===== src/rtl/dmem_responder.sv =====
// Data-memory responder: req/ack load/store port with configurable wait states.
// Define DMEM_RANGECHK_EN to flag latched addresses >= DEPTH as errors instead of aliasing them.
module dmem_responder #(
    parameter int DATA_W      = 16,
    parameter int ADDR_W      = 16,
    parameter int DEPTH       = 32,
    parameter int WAIT_STATES = 1
) (
    input  logic              MClock,
    input  logic              Resetn,
    input  logic              req,
    input  logic              w,
    input  logic [ADDR_W-1:0] addr,
    input  logic [DATA_W-1:0] wdata,
    output logic [DATA_W-1:0] rdata,
    output logic              ack,
    output logic              busy,
    output logic              err,
    output logic [15:0]       access_count
);

    localparam int IDX_W = (DEPTH > 1) ? $clog2(DEPTH) : 1;
    localparam logic [3:0] WAIT_INIT = 4'(WAIT_STATES);

    typedef enum logic [1:0] {IDLE, WAIT, ACCESS, ACK} state_t;

    state_t            state_reg, state_next;
    logic [3:0]        wait_reg, wait_next;
    logic              w_reg;
    logic [ADDR_W-1:0] addr_reg;
    logic [DATA_W-1:0] wdata_reg;
    logic [DATA_W-1:0] rdata_reg;
    logic              err_reg;
    logic [15:0]       count_reg;
    logic [DATA_W-1:0] mem [DEPTH];

    logic [IDX_W-1:0]  index;
    logic              upper_nz;
    logic              oor;

    assign index = addr_reg[IDX_W-1:0];

    generate
        if (ADDR_W > IDX_W) begin : g_upper
            assign upper_nz = |addr_reg[ADDR_W-1:IDX_W];
        end else begin : g_no_upper
            assign upper_nz = 1'b0;
        end
    endgenerate

`ifdef DMEM_RANGECHK_EN
    assign oor = upper_nz;
`else
    // Upper address bits are discarded, so out-of-range addresses alias.
    logic upper_unused;
    assign upper_unused = upper_nz;
    assign oor = 1'b0;
`endif

    always_comb begin
        state_next = state_reg;
        wait_next  = wait_reg;
        case (state_reg)
            IDLE: begin
                if (req) begin
                    wait_next  = WAIT_INIT;
                    state_next = (WAIT_INIT != 4'd0) ? WAIT : ACCESS;
                end
            end
            WAIT: begin
                wait_next = wait_reg - 4'd1;
                if (wait_reg <= 4'd1) begin
                    state_next = ACCESS;
                end
            end
            ACCESS:  state_next = ACK;
            ACK:     state_next = IDLE;
            default: state_next = IDLE;
        endcase
    end

    always_ff @(posedge MClock or negedge Resetn) begin
        if (!Resetn) begin
            state_reg <= IDLE;
            wait_reg  <= '0;
            w_reg     <= 1'b0;
            addr_reg  <= '0;
            wdata_reg <= '0;
            rdata_reg <= '0;
            err_reg   <= 1'b0;
            count_reg <= '0;
        end else begin
            state_reg <= state_next;
            wait_reg  <= wait_next;
            if (state_reg == IDLE && req) begin
                w_reg     <= w;
                addr_reg  <= addr;
                wdata_reg <= wdata;
            end
            if (state_reg == ACCESS) begin
                err_reg <= oor;
                if (!w_reg) begin
                    rdata_reg <= oor ? '0 : mem[index];
                end
            end
            if (state_reg == ACK) begin
                err_reg   <= 1'b0;
                count_reg <= count_reg + 16'd1;
            end
        end
    end

    // Array is deliberately unreset so its contents survive Resetn.
    always_ff @(posedge MClock) begin
        if (state_reg == ACCESS && w_reg && !oor) begin
            mem[index] <= wdata_reg;
        end
    end

    assign rdata        = rdata_reg;
    assign ack          = (state_reg == ACK);
    assign busy         = (state_reg != IDLE);
    assign err          = err_reg;
    assign access_count = count_reg;

endmodule


===== config.mk =====
export PLATFORM = sky130hd
export DESIGN_NAME = dmem_responder
export DESIGN_NICKNAME = d
export VERILOG_FILES = /design/src/rtl/dmem_responder.sv
export SDC_FILE = /design/constraint.sdc
export NUM_CORES = 1
export LEC_CHECK = 0
export CORE_MARGIN = 4
export CORE_UTILIZATION = 35
export DETAILED_ROUTE_END_ITERATION = 16
export GPL_TIMING_DRIVEN = 1
export MAX_ROUTING_LAYER = met4
export PLACE_DENSITY = 0.49
export SETUP_SLACK_MARGIN = 0.3
export SKIP_LAST_GASP = 1
export SYNTH_ARGS = -nofsm -noshare
export SYNTH_HDL_FRONTEND = slang
export SYNTH_SLANG_ARGS = --single-unit

===== constraint.sdc =====
create_clock -name MClock -period 2.7 [get_ports MClock]
set_input_delay 0.675 -clock MClock [delete_from_list [all_inputs] [get_ports MClock]]
set_output_delay 0.675 -clock MClock [all_outputs]
set_load 0.03 [all_outputs]

# Word level (Yosys, flattened, before mapping)

Memories as Yosys holds them, arrays and structs flattened. A register that Yosys moved wholly into a read port is not among the register bits.
Index checks and enable logic that the tools add are counted.

Input bits: 36
ROM bits: 0
Bits in writable memories: 512
Logic and storage cells: 36
Memories kept: 1
Bits in latches: 0
Register bits: 45
Output and inout port bits: 35

Mux-type cells: 9
Bitwise logic cells: 1
Divide/modulo/power cells: 0
Order comparisons: 1
Multipliers: 0
Reduce and logical (&&, ||, !) cells: 10
Eq/ne operators: 5
Shift-type cells: 0
Add/subtract/negate cells: 2

Memory list:

| name | words | bits a word | read ports | clocked after Yosys merged registers in | wr ports | line | source |
|---|---|---|---|---|---|---|---|
| mem  | 32    | 16          | 1          | 1                                       | 1        | 35   | `logic [DATA_W-1:0] mem [DEPTH];` |

Operators by type and width:

| kind                  | number |
|---|---|
| $add 16x1->16 const B | 1 |
| $pmux 2 s4            | 1 |
| $pmux 4 s2            | 1 |
| $reduce_and 2->1      | 3 |
| $reduce_bool 2->1     | 3 |
| $eq 2x2->1 const B    | 2 |
| $le 4x1->1 const B    | 1 |
| $mux 1                | 4 |
| $mux 2                | 2 |
| $mux 4                | 1 |
| $ne 2x2->1 const B    | 2 |
| $sub 4x1->4 const B   | 1 |
| $eq 2x1->1 const B    | 1 |
| $logic_and 1x1->1     | 2 |
| $logic_not 2->1       | 1 |
| $logic_not 1->1       | 1 |
| $not 1->1             | 1 |

# Logic depth before layout (Yosys ltp)

Word-level depth: 4
Gate-level depth with buffers: 9
Depth with buffers taken out: 7

# Least setup slack after synthesis

No wires, ideal clock.

Path kind: register to register
Start point: register addr_reg[0]
End point: memory mem[29][0] (enable)
Path buffers: 5
Setup time: 0.388 ns
Arrival: 2.157 ns
Slack: 0.155 ns
Period minus slack after synthesis: 2.545 ns
Cell stages (with the launch flop): 8
Data required time: 2.312 ns
Cells stage by stage: dfrtp_1 -> buf_6 -> buf_6 -> buf_6 -> buf_4 -> buf_4 -> nand4b_1 -> nor2_1

RTL lines:

| what                   | line | source |
|---|---|---|
| from (decl)            | 30   | `logic [ADDR_W-1:0] addr_reg;` |
| from (signal assigned) | 97   | `addr_reg <= addr;` |
| to (decl)              | 35   |  |

Straight into the memory's write port.

==> flow_summary.yaml <==
global_route:
  grt_start_max_net_pins: 34
  grtUsageTotal_pct: 18.1
  grt_pass1_wl_um: 85300
  antenna_found_initial: 0
  grt_pass1_vias: 11700
  grt_remaining_overflow: 0
sta:
  period_share_pct: 87.9
  min_period_ns: 2.37
  drv_slew: 0
  clock.fmax_mhz: 421
  finalSetupViolCount: 0
  slew_headroom_pct: 44.8
  finClkSkew_ns: 0.0218
  setup_slack_ns: 0.326
  worst_pin_slew_ns: 0.829
  hold_viol: 0
  hold_slack_ns: 0.0356
  rsz0062_at_grt: "yes"
synthesis:
  yosysWarnings: 0
  syn_inst: 1129
  syn-cell-area_sq_um: 22100
  yosys.area.top_type: "edfxtp_1"
  yosysSeqAreaShare_pct: 76.4
  synth_seq_cells: 572
  synth_nets: 1172
  synth_top_area_share_pct: 69.6
  synth_flop_cell: "edfxtp_1"
  async_flop_share_pct: 10.5
  synth_cell_type_count: 52
  synth_area_leaders: "edfxtp_1 70%, mux4_2 8.9%, dfrtp_1 6.8%"
  syn_avg_cell_area_sq_um: 19.6
  synth_edf_count: 512
floorplan:
  ios: 71
  die-width_um: 259
  die_h_um: 259
  die_area_sq_um: 67200
  row_count: 91
  core_region_area_sq_um: 62100
  initial_core_util_pct: 35.6
place:
  port_buffers: 58
  dpl.hpwl_um: 37600
  place_ws_ns: -0.0775
  gp_routability_congestion: 0.832
run:
  maxCapViolCount: 0
cells_and_area:
  syn_to_final_growth_pct: 22.5
  fill_cells: 5399
  top_register: "mem"
  layout_commonest_cell: "edfxtp_1"
  multi_input_area_sq_um: 5010
  nets: 1381
  regArea_sq_um: 16900
  largest_reg_flops: 512
  most-common-layout-cells: "512 x edfxtp_1, 116 x buf_4, 87 x mux4_2"
  layout-drive-gt1-share_pct: 27.5
  antennaDiodeCount: 0
clocking:
  worstSkewPairLatency_ns: 0.62
  htreeDepth: 2
  numCtsBuffers: 60
  cts-root-buf: "clkbuf_16"
  cts_tree: "yes"
  ctsHoldBuffers: 0
  cts.sinks: 572
  ctsLongestPathBuffers: 3
  path_clk_slew_ns: 0.06
power_and_ir_drop:
  p_leak_nw: 9.23
  powerDensity_nw_per_um2: 1120
  ir_drop_mv: 0.480
  p_total_mw: 30.3
critical_path:
  worstPathArrival_ns: 2.87
  required_ns: 3.20
  crit_fanout: 14
  worst_setup_path_end_kind: "register"
  cp-start-kind: "register"
  criticalPathCategory: "reg2reg"
route:
  wire_per_inst_um: 26.6
  num_vias: 11500
  antenna_left: 0
  vias_per_cell: 5.19
  drc_errors: 0
  drt_wl_total_um: 59300
  dr.first_iter.drc_count: 1131
  drt_first_pass_iters: 5
min_path:
  min_path_type: "in2async"
outcome:
  status: "finished clean"
[cells in the mapped netlist, drive strengths merged (2+ instances only)]
| cell | n |
|---|---|
| buf | 42 |
| xor2 | 4 |
| o22ai | 15 |
| o221ai | 7 |
| nand2 | 26 |
| a22o | 11 |
| nor4 | 8 |
| a21oi | 11 |
| or3 | 2 |
| xnor2 | 12 |
| dfrtp | 60 |
| o21ai | 13 |
| a32o | 3 |
| a221oi | 3 |
| nand4 | 12 |
| mux2 | 24 |
| a211oi | 6 |
| nand4b | 2 |
| nor2b | 10 |
| edfxtp | 512 |
| nor3b | 2 |
| clkbuf | 15 |
| nor2 | 68 |
| mux2i | 75 |
| inv | 11 |
| ha | 7 |
| nand3 | 13 |
| a311oi | 4 |
| a31oi | 15 |
| and3 | 5 |
| nor3 | 7 |
| nand2b | 4 |
| a22oi | 16 |
| mux4 | 88 |
| a32oi | 6 |
| a41oi | 2 |
[critical path, stage by stage (launching register included)]
cell and delay [ns]:
dfrtp_4 0.54, buf_4 0.20, buf_16 0.18, mux4_2 0.57, a32o_1 0.23, a221oi_1 0.24, buf_4 0.20, a21oi_1 0.07
[final timing paths]
path / startpoint / end / slack, ns / depth (start not counted)
min in group MClock: access_count[15] / access_count[15] / 0.48 / 1
worst max-delay path: addr_reg[0] / rdata[15] / 0.33 / 7
max in group asynchronous: Resetn / addr_reg[3] / 1.93 / 2
worst max register to register: addr_reg[0] / rdata[15] / 0.33 / 7
worst min register to register: access_count[15] / access_count[15] / 0.48 / 1
worst min-delay path: Resetn / access_count[0] / 0.04 / 1
[metrics by stage]
stage | cells | area, sq um | utilization [%] | setup TNS [ns]
floorplan | 1129 | 22100 | - | 0
global placement | 2098 | 24700 | 39.8 | -0.0916
detailed placement | 2098 | 24700 | 39.8 | -0.0775
CTS | 2220 | 26900 | 43.4 | 0
global route | 2226 | 27100 | 43.6 | 0
finish | 2226 | 27100 | 43.6 | 0
[report_power, final]
part	total (mW)	switching, mW	internal (mW)
Sequential	12.1	0.683	11.4
Clock	8.54	3.37	5.17
Combinational	9.65	5.81	3.84
Total	30.3	9.86	20.4
[layer usage]
metal	global-route usage, %	wire length, um	vias up
li1	-	-	5038
met5	-	0	-
met4	4.06	1190	0
met3	2.99	2900	76
met2	28.4	28400	291
met1	25.1	26800	6140
[kinds of logic (layout without fill, tap and decap cells)]
kind of cell / Yosys count / in the layout / share of synthesized area (%)
and+or+nand+nor: 161 / 161 / 3.46
buffers and inverters: 68 / 328 / 1.73
DFF: 572 / 572 / 76.4
xor gates and xnor gates: 16 / 16 / 0.634
muxes: 187 / 187 / 13.6
AOI/OAI and AO/OA: 117 / 117 / 3.80
adders and majority gates: 7 / 7 / 0.396
other: 1 / 1 / 0.0170
[cell type report]
class                      instances  share of cell area, %
timing repair buffer             204                   7.51
inverter                          11                  0.152
multi-input combinational        489                   18.5
sequential                       572                   62.3
clock inverter                    22                   1.09
clock buffer                      91                   6.54
tap                              837                   3.87
[timing repair]
item | CTS | global route
endpoints found under the setup margin | 149 | 159
buffers inserted | 7 | 5
cloned | 2 | 1
pin swaps | 3 | 2
resized for setup | 47 | 23
Power figures use the tool's default switching activity.
